### src/rtl/pc_next_unit_if.sv
// Fetch-side bundle for pc_next_unit: redirect sources and controls in,
// registered fetch address and status pulses out.
interface pc_next_unit_if #(
  parameter int WIDTH   = 32,
  parameter int NUM_SRC = 8,
  parameter int SEL_W   = 3
);
  logic [NUM_SRC*WIDTH-1:0] src_bus;
  logic [SEL_W-1:0]         sel;
  logic                     sel_valid;
  logic                     stall;
  logic [WIDTH-1:0]         pc;
  logic                     redirect_pending;
  logic                     redirect_taken;
  logic                     misaligned;
  logic                     sel_err;

  modport master (
    output src_bus, sel, sel_valid, stall,
    input  pc, redirect_pending, redirect_taken, misaligned, sel_err
  );

  modport slave (
    input  src_bus, sel, sel_valid, stall,
    output pc, redirect_pending, redirect_taken, misaligned, sel_err
  );
endinterface

### src/rtl/pc_next_unit.sv
// Registered next-PC generator: picks a redirect source, holds during stalls and
// latches the latest stalled redirect so it is applied once the stall releases.
module pc_next_unit #(
  parameter int               WIDTH        = 32,
  parameter int               NUM_SRC      = 8,
  parameter int               SEL_W        = 3,
  parameter logic [WIDTH-1:0] RESET_VECTOR = 32'h0000_0000,
  parameter int               INC          = 4,
  parameter int               ALIGN_BITS   = 2
) (
  input  logic          clk,
  input  logic          rst,
  pc_next_unit_if.slave bus
);

  localparam logic [SEL_W:0]   NUM_SRC_L = (SEL_W+1)'(NUM_SRC);
  localparam logic [WIDTH-1:0] INC_L     = WIDTH'(INC);

  function automatic logic [WIDTH-1:0] align_mask();
    logic [WIDTH-1:0] m;
    m = '1;
    m = m << ALIGN_BITS;
    return m;
  endfunction

  function automatic logic [WIDTH-1:0] align_target(input logic [WIDTH-1:0] t);
    return t & align_mask();
  endfunction

  function automatic logic is_misaligned(input logic [WIDTH-1:0] t);
    return |(t & ~align_mask());
  endfunction

  logic [WIDTH-1:0] pc_p0;
  logic [WIDTH-1:0] pend_tgt_p0;
  logic             pend_vld_p0;
  logic             taken_p0;
  logic             mis_p0;
  logic             sel_err_p0;

  logic             in_range;
  logic             req_vld;
  logic [WIDTH-1:0] req_tgt;
  logic             use_redir;
  logic [WIDTH-1:0] redir_tgt;
  logic [WIDTH-1:0] next_pc;

  always_comb begin
    in_range  = ({1'b0, bus.sel} < NUM_SRC_L);
    req_vld   = bus.sel_valid & in_range;
    req_tgt   = '0;
    for (int k = 0; k < NUM_SRC; k++) begin
      if (bus.sel == SEL_W'(k)) req_tgt = bus.src_bus[k*WIDTH +: WIDTH];
    end
    // A fresh request outranks a latched one; the latched target is dropped.
    use_redir = req_vld | pend_vld_p0;
    redir_tgt = req_vld ? req_tgt : pend_tgt_p0;
    next_pc   = use_redir ? align_target(redir_tgt) : pc_p0 + INC_L;
  end

  // ---- stage p0: registered pc, pending flag and event pulses ----
  always_ff @(posedge clk or posedge rst) begin
    if (rst) begin
      pc_p0       <= RESET_VECTOR;
      pend_vld_p0 <= 1'b0;
      taken_p0    <= 1'b0;
      mis_p0      <= 1'b0;
      sel_err_p0  <= 1'b0;
    end else begin
      sel_err_p0 <= bus.sel_valid & ~in_range;
      if (!bus.stall) begin
        pc_p0       <= next_pc;
        pend_vld_p0 <= 1'b0;
        taken_p0    <= use_redir;
        mis_p0      <= use_redir & is_misaligned(redir_tgt);
      end else begin
        taken_p0 <= 1'b0;
        mis_p0   <= 1'b0;
        if (req_vld) pend_vld_p0 <= 1'b1;
      end
    end
  end

  // Target payload only matters while pend_vld_p0 is set, so it carries no reset.
  always_ff @(posedge clk) begin
    if (bus.stall && req_vld) pend_tgt_p0 <= req_tgt;
  end

  assign bus.pc               = pc_p0;
  assign bus.redirect_pending = pend_vld_p0;
  assign bus.redirect_taken   = taken_p0;
  assign bus.misaligned       = mis_p0;
  assign bus.sel_err          = sel_err_p0;

endmodule

### src/flat_wrapper.sv
// flat-port wrapper written by rule: the top's interface ports become plain ports
module pc_next_unit_flat 
#(
  parameter int               WIDTH        = 32,
  parameter int               NUM_SRC      = 8,
  parameter int               SEL_W        = 3,
  parameter logic [WIDTH-1:0] RESET_VECTOR = 32'h0000_0000,
  parameter int               INC          = 4,
  parameter int               ALIGN_BITS   = 2
)
  (clk, rst, bus_src_bus, bus_sel, bus_sel_valid, bus_stall, bus_pc, bus_redirect_pending, bus_redirect_taken, bus_misaligned, bus_sel_err);
  pc_next_unit_if #(.WIDTH(WIDTH), .NUM_SRC(NUM_SRC), .SEL_W(SEL_W)) bus_i ();
  input  logic clk;
  input  logic rst;
  input wire logic [$bits(bus_i.src_bus)-1:0] bus_src_bus;
  input wire logic [$bits(bus_i.sel)-1:0] bus_sel;
  input wire logic [$bits(bus_i.sel_valid)-1:0] bus_sel_valid;
  input wire logic [$bits(bus_i.stall)-1:0] bus_stall;
  output wire logic [$bits(bus_i.pc)-1:0] bus_pc;
  output wire logic [$bits(bus_i.redirect_pending)-1:0] bus_redirect_pending;
  output wire logic [$bits(bus_i.redirect_taken)-1:0] bus_redirect_taken;
  output wire logic [$bits(bus_i.misaligned)-1:0] bus_misaligned;
  output wire logic [$bits(bus_i.sel_err)-1:0] bus_sel_err;
  assign bus_i.src_bus = bus_src_bus;
  assign bus_i.sel = bus_sel;
  assign bus_i.sel_valid = bus_sel_valid;
  assign bus_i.stall = bus_stall;
  assign bus_pc = bus_i.pc;
  assign bus_redirect_pending = bus_i.redirect_pending;
  assign bus_redirect_taken = bus_i.redirect_taken;
  assign bus_misaligned = bus_i.misaligned;
  assign bus_sel_err = bus_i.sel_err;
  pc_next_unit #(.WIDTH(WIDTH), .NUM_SRC(NUM_SRC), .SEL_W(SEL_W), .RESET_VECTOR(RESET_VECTOR), .INC(INC), .ALIGN_BITS(ALIGN_BITS)) u_core (.clk(clk), .rst(rst), .bus(bus_i));
endmodule
### config.mk
export PLATFORM = sky130hd
export DESIGN_NAME = pc_next_unit_flat
export DESIGN_NICKNAME = d
export VERILOG_FILES = /design/src/rtl/pc_next_unit_if.sv /design/src/rtl/pc_next_unit.sv /design/src/flat_wrapper.sv
export SDC_FILE = /design/constraint.sdc
export NUM_CORES = 1
export LEC_CHECK = 0
export BUFFER_PORTS_ARGS = -buffer_cell sky130_fd_sc_hd__buf_2
export CORE_AREA = 2 2 118 120
export CTS_CLUSTER_DIAMETER = 40
export CTS_CLUSTER_SIZE = 12
export DETAILED_ROUTE_END_ITERATION = 12
export DIE_AREA = 0 0 120 122
export GPL_TIMING_DRIVEN = 1
export PLACE_DENSITY = 0.82
export SYNTH_ARGS = -nofsm -noshare
export SYNTH_HDL_FRONTEND = slang
export SYNTH_SLANG_ARGS = --single-unit
### constraint.sdc
create_clock -name clk -period 6 [get_ports clk]
set_input_delay 0.3 -clock clk [delete_from_list [all_inputs] [get_ports clk]]
set_output_delay 0.3 -clock clk [all_outputs]
set_load 0.02 [all_outputs]
==> results.yml <==
outcome:
  outcome: "finished, final reports clean"
cells_and_area:
  seqCellArea_sq_mm: 0.001787
  synthToLayoutAreaGrowth_pct: 28.50
  stdcell_area_sq_mm: 0.007589
  mostFrequentLayoutCell: "buf_2"
  num-nets-final: 1163
  nFillCells: 1257
  drive_gt1_share_pct: 41.15
  fin_cells: 1086
  final_cell_mix: "buf_2, nand2_1, nor2_1"
  multi_input_area_sq_mm: 0.003711
detailed_routing:
  drc: 0
  vias_per_cell: 6.090
  dr.pass1.iters: 6
  routed_wirelength_um: 23150
  drt_iter0_drc: 779
  vias: 6614
  ant_nets: 0
  wl_per_cell_um: 21.31
job:
  maxCapViolations: 0
sta:
  relSlewSlack_pct: 25.34
  worstMarginPinSlew_ns: 1.116
  setup_violations: 0
  period_share_pct: 47.47
  max_freq_mhz: 351.1
  hold_viol_final: 0
  fin_crit_ns: 2.848
  rsz0062_at_grt: "no"
  final_max_slew_viol_count: 0
  fin_setup_tns_ns: 0
  fin_skew_ns: 0.006813
placed_design:
  place_hpwl_um: 17970
  place_area_sq_mm: 0.007311
  place_congestion: 0.9625
  port_buffers: 295
  dpl.cell_count: 1068
clock_tree:
  root_buffer: "clkbuf_16"
  hold_buffers: 0
  cts_max_path_buffers: 2
  clk_pin_slew_worst_paths_ns: 0.06
  clk_latency_ns: 0.34
  cts_max_level: 3
  numCtsBuffers: 9
  clkSinkCount: 65
  post-cts-setup-buffer-count: 0
  cts_resized: 0
  cts_tree: "built"
global_route:
  antenna_found_initial: 2
  grt_pass1_vias: 6274
  grt_usage_pct: 31.17
  grt_max_degree: 53
  gr-total-overflow: 0
  grt_first_pass_wirelength_um: 35200
synthesis:
  ys_seq_area_share_pct: 30.25
  synthCells: 643
  synth-seq-cells: 65
  yosys_warnings: 0
  synthFlopType: "dfrtp_1"
  synth_edf_count: 32
  synth_cell_type_count: 78
  synth_area_sq_mm: 0.005906
  synthArstFlopShare_pct: 50.77
  avgSynthCellArea_sq_um: 9.185
floorplan:
  die_area_sq_mm: 0.01464
  top_level_ports: 299
  fp.coreArea_sq_mm: 0.01350
  start_util_pct: 43.73
  die_h_um: 122
  rows: 43
  fp.dieW_um: 120
worst_setup_path:
  worstSetupPathType: "in2reg"
  cp-end-kind: "flop"
  critPathLaunchType: "primary input"
  crit_fanout: 42
  reg2reg_slack_ns: 3.31
  worst_ep_arrival_time_ns: 3.02
  required_ns: 6.17
power_and_ir_drop:
  peakVddDrop_v: 0.0001712
  powerDensity_mw_per_mm2: 212.9
  p_leak_nw: 3.396
  power_mw: 1.616
min_path:
  hold_class: "in2async"
==> worst max-delay path, stage by stage <==
cell	delay, ns
buf_2	0.56
buf_4	0.54
clkinv_1	0.57
a211oi_1	0.47
a311oi_1	0.12
a2111oi_2	0.30
a221oi_1	0.08
==> metal layers <==
metal / vias to the layer above / global-route usage [%] / routed length [um]
li1: 3004 / - / -
met1: 3121 / 43.11 / 9303
met2: 435 / 49.25 / 10920
met3: 52 / 5.805 / 2332
met4: 2 / 10.51 / 579
met5: - / 0 / 13
==> cell type report <==
type | count | share of cell area (%)
diodes | 2 | 0.06595
clock buffers | 9 | 2.968
clock inverters | 7 | 0.6265
inverters | 15 | 0.7420
multi-input cells | 506 | 48.90
flip-flops and latches | 65 | 23.54
well taps | 180 | 2.968
repair buffers | 302 | 20.18
==> power breakdown <==
part | internal [mW] | switching (mW)
logic | 0.237 | 0.291
registers | 0.531 | 0.0705
clock network | 0.278 | 0.208
total | 1.05 | 0.570
==> through the flow <==
stage | util (%) | worst slack, ns | hold WS, ns
floorplan | - | 3.305 | 0.4289
global placement | 54.14 | 2.969 | 0.4185
detailed placement | 54.14 | 2.847 | 0.4163
CTS | 56.16 | 3.214 | 0.06083
global route | 56.18 | 2.889 | 0.1115
finish | 56.19 | 3.152 | 0.04367
==> cells by family after synthesis <==
group           count (synthesis)  share of synthesized area [%]
simple gates                  219                          18.50
compound gates                208                          25.66
buf+inv                        74                          7.076
mux                            69                          17.35
flops                          65                          30.25
xor+xnor                        6                         0.8900
fa+ha+maj                       1                         0.2118
other cells                     1                        0.06350
==> state kept, by name, summed over array words and instances, names as in the netlist <==
| register | flops |
|---|---|
| u_core.bus.misaligned | 1 |
| u_core.bus.pc | 30 |
| u_core.bus.redirect_pending | 1 |
| u_core.bus.redirect_taken | 1 |
| u_core.pend_tgt_p0 | 32 |
==> Yosys cell counts (all sizes together) (6+ instances only) <==
master	number	share of area, %
nor4	6	0.64
nand4	11	1.2
nand2	74	4.7
a22o	9	1.3
a21oi	24	2.0
o211ai	16	2.0
mux2i	27	4.6
and2	6	0.64
nor2b	12	1.3
clkbuf	26	2.2
o21ai	46	3.9
mux2	19	3.6
o21a	7	0.89
a21o	6	0.76
mux4	23	9.2
nand3	13	1.2
dfrtp	33	14
buf	33	3.9
o221ai	12	1.8
nor3	8	0.87
nand2b	10	1.1
a31oi	8	0.85
a211oi	7	0.97
or2	6	0.64
inv	13	0.83
nor2	45	2.9
edfxtp	32	16
and3	8	0.87
a2bb2oi	7	1.0
a22oi	10	1.3
nand3b	8	1.0
a221oi	9	1.5
==> path summary, 6_finish.rpt <==
check	from	endpoint	depth (start not counted)
worst min register to register	u_core.pend_tgt_p0[0]	u_core.bus.misaligned	2
max in group asynchronous	rst	u_core.bus.pc[7]	3
worst max register to register	u_core.bus.pc[11]	u_core.bus.pc[30]	5
worst max-delay path	bus_sel[1]	u_core.bus.pc[19]	7
worst min-delay path	rst	u_core.bus.pc[4]	3
min in group clk	bus_src_bus[243]	u_core.pend_tgt_p0[19]	2
Note: power is estimated with default switching activity, not from simulation.
